`src/rtl/vga_timing_generation.sv`:
```
// 640x480@60Hz VGA sync generator: clk is divided down to a pixel tick that
// advances horizontal/vertical counters; syncs and pixel coordinates decode them.
module vga_timing_generation #(
    parameter int clk_freq   = 50000000,
    parameter int pixel_freq = 25000000,
    parameter int h_visible  = 640,
    parameter int h_front    = 16,
    parameter int h_sync_len = 96,
    parameter int h_back     = 48,
    parameter int v_visible  = 480,
    parameter int v_front    = 10,
    parameter int v_sync_len = 2,
    parameter int v_back     = 33
) (
    input  logic       clk,
    input  logic       reset,
    output logic       h_sync,
    output logic       v_sync,
    output logic [9:0] h_pixel,
    output logic [8:0] v_pixel
);

    localparam int DIV     = (pixel_freq > 0) ? clk_freq / pixel_freq : 1;
    localparam int DIV_W   = (DIV > 1) ? $clog2(DIV) : 1;
    localparam int H_TOTAL = h_visible + h_front + h_sync_len + h_back;
    localparam int V_TOTAL = v_visible + v_front + v_sync_len + v_back;

    localparam logic [DIV_W-1:0] DIV_LAST = DIV_W'(DIV - 1);

    localparam logic [9:0] H_LAST       = 10'(H_TOTAL - 1);
    localparam logic [9:0] H_VIS        = 10'(h_visible);
    localparam logic [9:0] H_PIX_MAX    = 10'(h_visible - 1);
    localparam logic [9:0] H_SYNC_START = 10'(h_visible + h_front);
    localparam logic [9:0] H_SYNC_END   = 10'(h_visible + h_front + h_sync_len);

    localparam logic [9:0] V_LAST       = 10'(V_TOTAL - 1);
    localparam logic [9:0] V_VIS        = 10'(v_visible);
    localparam logic [8:0] V_PIX_MAX    = 9'(v_visible - 1);
    localparam logic [9:0] V_SYNC_START = 10'(v_visible + v_front);
    localparam logic [9:0] V_SYNC_END   = 10'(v_visible + v_front + v_sync_len);

    // A non-integer divide ratio or oversized geometry cannot be built correctly.
    generate
        if ((pixel_freq <= 0) || (clk_freq < pixel_freq) ||
            ((clk_freq % ((pixel_freq > 0) ? pixel_freq : 1)) != 0)) begin : g_bad_div
            $error("vga_timing_generation: clk_freq must be an integer multiple of pixel_freq");
        end
        if ((H_TOTAL > 1024) || (V_TOTAL > 1024) || (h_visible < 1) || (v_visible < 1) ||
            (v_visible > 512)) begin : g_bad_geom
            $error("vga_timing_generation: timing geometry does not fit counter widths");
        end
    endgenerate

    logic [DIV_W-1:0] div_cnt;
    logic [9:0]       h_cnt;
    logic [9:0]       v_cnt;
    logic             tick;

    assign tick = (div_cnt == DIV_LAST);

    always_ff @(posedge clk) begin
        if (reset) begin
            div_cnt <= '0;
            h_cnt   <= '0;
            v_cnt   <= '0;
        end else begin
            div_cnt <= tick ? '0 : div_cnt + 1'b1;
            if (tick) begin
                if (h_cnt == H_LAST) begin
                    h_cnt <= '0;
                    v_cnt <= (v_cnt == V_LAST) ? '0 : v_cnt + 1'b1;
                end else begin
                    h_cnt <= h_cnt + 1'b1;
                end
            end
        end
    end

    // Coordinates clamp to the last visible pixel/line during blanking.
    always_comb begin
        h_sync  = ~((h_cnt >= H_SYNC_START) && (h_cnt < H_SYNC_END));
        v_sync  = ~((v_cnt >= V_SYNC_START) && (v_cnt < V_SYNC_END));
        h_pixel = (h_cnt < H_VIS) ? h_cnt : H_PIX_MAX;
        v_pixel = (v_cnt < V_VIS) ? v_cnt[8:0] : V_PIX_MAX;
    end

endmodule

```
`config.mk`:
```
export PLATFORM = sky130hd
export DESIGN_NAME = vga_timing_generation
export DESIGN_NICKNAME = d
export VERILOG_FILES = /design/src/rtl/vga_timing_generation.sv
export SDC_FILE = /design/constraint.sdc
export NUM_CORES = 1
export LEC_CHECK = 0
export ABC_AREA = 1
export ABC_CLOCK_PERIOD_IN_PS = 1750
export BUFFER_PORTS_ARGS = -buffer_cell sky130_fd_sc_hd__buf_2
export CAP_MARGIN = 30
export CORE_UTILIZATION = 57
export CTS_BUF_LIST = sky130_fd_sc_hd__clkbuf_2 sky130_fd_sc_hd__clkbuf_4 sky130_fd_sc_hd__clkbuf_8
export DETAILED_ROUTE_END_ITERATION = 16
export MAX_ROUTING_LAYER = met4
export PLACE_DENSITY = 0.8
export SLEW_MARGIN = 40
export SYNTH_ARGS = -nofsm -noshare
export SYNTH_HDL_FRONTEND = slang
export SYNTH_SLANG_ARGS = --single-unit
```
`constraint.sdc`:
```
create_clock -name clk -period 1.75 [get_ports clk]
set_clock_uncertainty 0.1 [all_clocks]
set_input_delay 0 -clock clk [delete_from_list [all_inputs] [get_ports clk]]
set_output_delay 0 -clock clk [all_outputs]
set_load 0.005 [all_outputs]
```
* After elaboration in Yosys (flattened, before gate mapping)
Index checks and enable logic that the tools add are counted.
** Storage, ports and cells
- Register bits after elaboration :: 21
- Latch bits :: 0
- RAM bits :: 0
- Memory bits (read-only) :: 0
- Output and inout port bits :: 21
- Memories :: 0
** Cells by class
- $add $sub $neg :: 3
- Multiply operators :: 0
- Div/mod/pow operators :: 0
- Order comparisons :: 6
- Equal/unequal tests :: 2
- Shifts and indexed selects :: 0
- Mux-type cells :: 4
- Bitwise operators :: 2
- Reductions and logical operators :: 4
** Operators by type and width (count)
- 10-bit 2-to-1 mux :: 3
- 10-bit by 1-bit adder with 10-bit output (second input constant) :: 2
- 10-bit equality test (second input constant) :: 2
- 10-bit less-than comparator (second input constant) :: 2
- 10-bit by 9-bit less-than comparator with 1-bit output (second input constant) :: 2
- 10-bit greater-or-equal comparator (second input constant) :: 1
- 10-bit by 9-bit greater-or-equal comparator with 1-bit output (second input constant) :: 1
- 9-bit 2-to-1 mux :: 1
- 1-bit logical AND :: 2
- 1-bit NOT :: 2
- 2-bit AND reduction :: 1
- 2-bit OR reduction :: 1
- 1-bit adder (second input constant) :: 1

* Depth between registers and ports, before layout
- Depth in word-level cells :: 3
- Gate-level depth with buffers :: 10
- Mapped depth without buffers :: 9

* Least setup slack after synthesis
Ideal clock, no wire load.
- Kind :: flip-flop to flip-flop
- From :: reg h_cnt[0]
- To :: reg v_cnt[7]
- Library setup time :: 0.114 ns
- Data arrival time :: 1.205 ns
- Data required time :: 1.536 ns
- Path slack :: 0.331 ns
- Cell stages (with the launch flop) :: 10
- Period minus slack after synthesis :: 1.419 ns
- Path through :: dfxtp_1 > ha_1 > nand2_2 > nor2_4 > nand2_2 > nor2_4 > buf_6 > nand2_4 > nor2_1 > nor2_2
** On the way
- Word-level cells in the longest chain between the ends :: 2
** Ends and longest elaborated chain
- start, declared :: RTL line 55 : logic [9:0] h_cnt;
- start signal, assigned :: RTL line 73 : h_cnt <= h_cnt + 1'b1;
- 10-bit equality test :: RTL line 69 : if (h_cnt == H_LAST) begin
- 2-bit AND reduction (no source line)
- end signal, assigned :: RTL line 71 : v_cnt <= (v_cnt == V_LAST) ? '0 : v_cnt + 1'b1;
- end, declared :: RTL line 56 : logic [9:0] v_cnt;
No other way between the ends.
A chain may end at the register's enable or synchronous reset.

* Worst setup path after layout
- From :: reg v_cnt[1]
- To :: reg v_cnt[6]
** On the way
- Word-level cells in the longest chain between the ends :: 2
- Elaborated cells between the ends (all ways) :: 3
** Ends and longest elaborated chain (RTL line)
- 10-bit by 1-bit adder with 10-bit output / 10-bit equality test (equally long branches) :: 71
- 10-bit 2-to-1 mux * :: 71
Every way passes the cells marked *; elsewhere a longest branch is shown, timed or not.

==> flow_summary.yaml <==
clocking:
  h-tree-depth: 1
  cts_buffer_depth: 2
  path_clk_slew_ps: 120
  clk_latency_ps: 310
  cts_tree: "built"
  clock-sinks: 21
  cts_buffers: 3
  cts-root-buf: "clkbuf_4"
floorplan:
  die_h_um: 50.2
  rows: 17
  core_sq_um: 2210
  initial_utilization_pct: 60.0
  io_pins: 23
  die_area_sq_um: 2520
  die_w_um: 50.2
place:
  gp_congestion: 0.889
  place_area_sq_um: 1450
  dpl_worst_slack_ps: 136
  portBuffers: 22
  dpl.hpwl_um: 2290
  dp_cells: 258
final_layout:
  diodes: 0
  syn_to_final_growth_pct: 15.0
  finish.cell_count_without_fillers: 267
  drive_above_1_share_pct: 20.1
  post-route-util_pct: 68.9
  fin_area_sq_um: 1530
  nNetsFinal: 247
critical_path:
  worstSetupPathType: "reg -> reg"
  startpoint_type: "flip-flop"
  end_kind: "flip-flop"
  crit_path_max_fanout: 6
  max_stage_delay_ps: 440
  worstPathCellList: "ha_1 > inv_1 > nor2_1 > nand2_1 > nor2_1 > nand3_1 > nand2_1 > nor2_1"
  cp.arrival_ps: 1730
  slowest_stage: "dfxtp_1"
  cp.required_ps: 1880
  r2r_slack_ps: 150
  crit_top_cell: "nor2_1"
timing:
  relSlewSlack_pct: 60.1
  period_share_pct: 91.4
  setup_violations: 0
  tightestPinTransition_ps: 594
  finalHoldWorstSlack_ps: 395
  hold_viol_final: 0
  finalSetupTns_ps: 0
  setup_slack_ps: 150
  max_freq_mhz: 625
  min_period_ps: 1600
  finalMaxSlewViolations: 0
pwr:
  leakage_nw: 0.787
  ir_drop_uv: 510
  power_density_nw_per_um2: 506
  power_mw: 0.772
status:
  outcome: "finished, final reports clean"
yosys:
  syn_area_sq_um: 1330
  ys_warn_count: 0
  synth_seq_cells: 21
  avgSynthCellArea_sq_um: 6.29
  synthCells: 211
  ys_seq_area_share_pct: 31.7
  ys_types: 24
  synth_fp_nets: 218
drt:
  via_per_inst: 5.12
  ant_nets: 0
  vias: 1366
  drt-initial-drc-count: 62
  drc: 0
  drt_wl_total_um: 3000
  wl_per_cell_um: 11.2
  drt_pass1_iterations: 4
grt:
  grt_pass1_wl_um: 5040
  grt_max_degree: 13
  overflow: 0
  antenna_found_initial: 0
  grt_usage_pct: 26.9
  grt_pass1_vias: 1203
run:
  drv_cap: 0
hold_path:
  hp-class: "in -> reg"
## critical path: cells and delay by family (launching register included)
family,cells,cell delay (ps)
adders and majority gates,1,260
DFF,1,440
buffers and inverters,1,70
and+or+nand+nor,6,660
## area by class of cell
type,count,area [sq um]
tap,28,35.0
timing repair buffer,29,165
inverter,29,109
fill,205,687
sequential,21,423
clock buffer,3,22.5
clock inverter,1,5.00
multi-input combinational,156,766
## cells in the final DEF (no fill, tap or decap), types with 2 or more instances in the layout
cell      synthesis  final
nand2_1          60     60
nor2_4            2      2
nand4_1           3      3
nor4_1            2      2
nand3_1          15     15
dfxtp_1          21     19
a21oi_1           7      7
o21ai_0           4      4
nand2_2           5      5
nor2_2            3      4
clkbuf_4          0      3
ha_1              5      5
buf_4             2      6
dfxtp_2           0      2
nor2_1           37     36
inv_1            29     29
nor3_1            3      3
xor2_1            3      3
buf_2             0     22
nand2_4           2      2
## worst paths after layout
check,cells after the start,startpoint,endpoint
max reg2reg,8,v_cnt[1],v_cnt[6]
min reg2reg,2,h_cnt[0],h_cnt[0]
min,3,reset,v_cnt[8]
max,8,v_cnt[1],v_cnt[6]
## synth_stat cells (all sizes together)
cell type,count,area (sq um)
a211oi,1,7.51
a21oi,7,35.0
buf,3,26.3
clkbuf,2,7.51
dfxtp,21,420
ha,5,62.6
inv,29,109
nand2,67,279
nand3,15,75.1
nand4,3,18.8
nor2,42,180
nor3,4,25.0
nor4,2,12.5
o211ai,1,7.51
o21ai,5,25.0
xnor2,1,8.76
xor2,3,26.3
## report_power, final
group / total (mW) / switching (mW) / internal, mW
Sequential: 0.488 / 0.00421 / 0.484
Clock: 0.242 / 0.156 / 0.0855
Combinational: 0.0427 / 0.0275 / 0.0152
## repair_timing
action	4_1_cts	5_1_grt
hold buffers	1	0
buffers inserted	0	4
endpoints found under the hold margin	8	0
endpoints found under the setup margin	0	12
resized for setup	0	3
## registers in the layout, summed over array words and instances, names as in the netlist
name	cells
h_cnt	10
v_cnt	10
div_cnt	1
## kinds of logic after synthesis
family | Yosys count | synth area share (%)
flops | 21 | 31.7
buf+inv | 34 | 10.8
compound gates | 14 | 5.66
fa+ha+maj | 5 | 4.72
xor+xnor | 4 | 2.64
simple gates | 133 | 44.5
## per-layer routing
metal | GRT usage, % | vias to the layer above | share of wire, %
met4 | 12.9 | 0 | 1.5
met5 | - | - | 0
met2 | 40.7 | 49 | 47
met1 | 34.9 | 608 | 45
met3 | 3.94 | 5 | 6.1
li1 | - | 704 | -
Power figures use the tool's default switching activity.
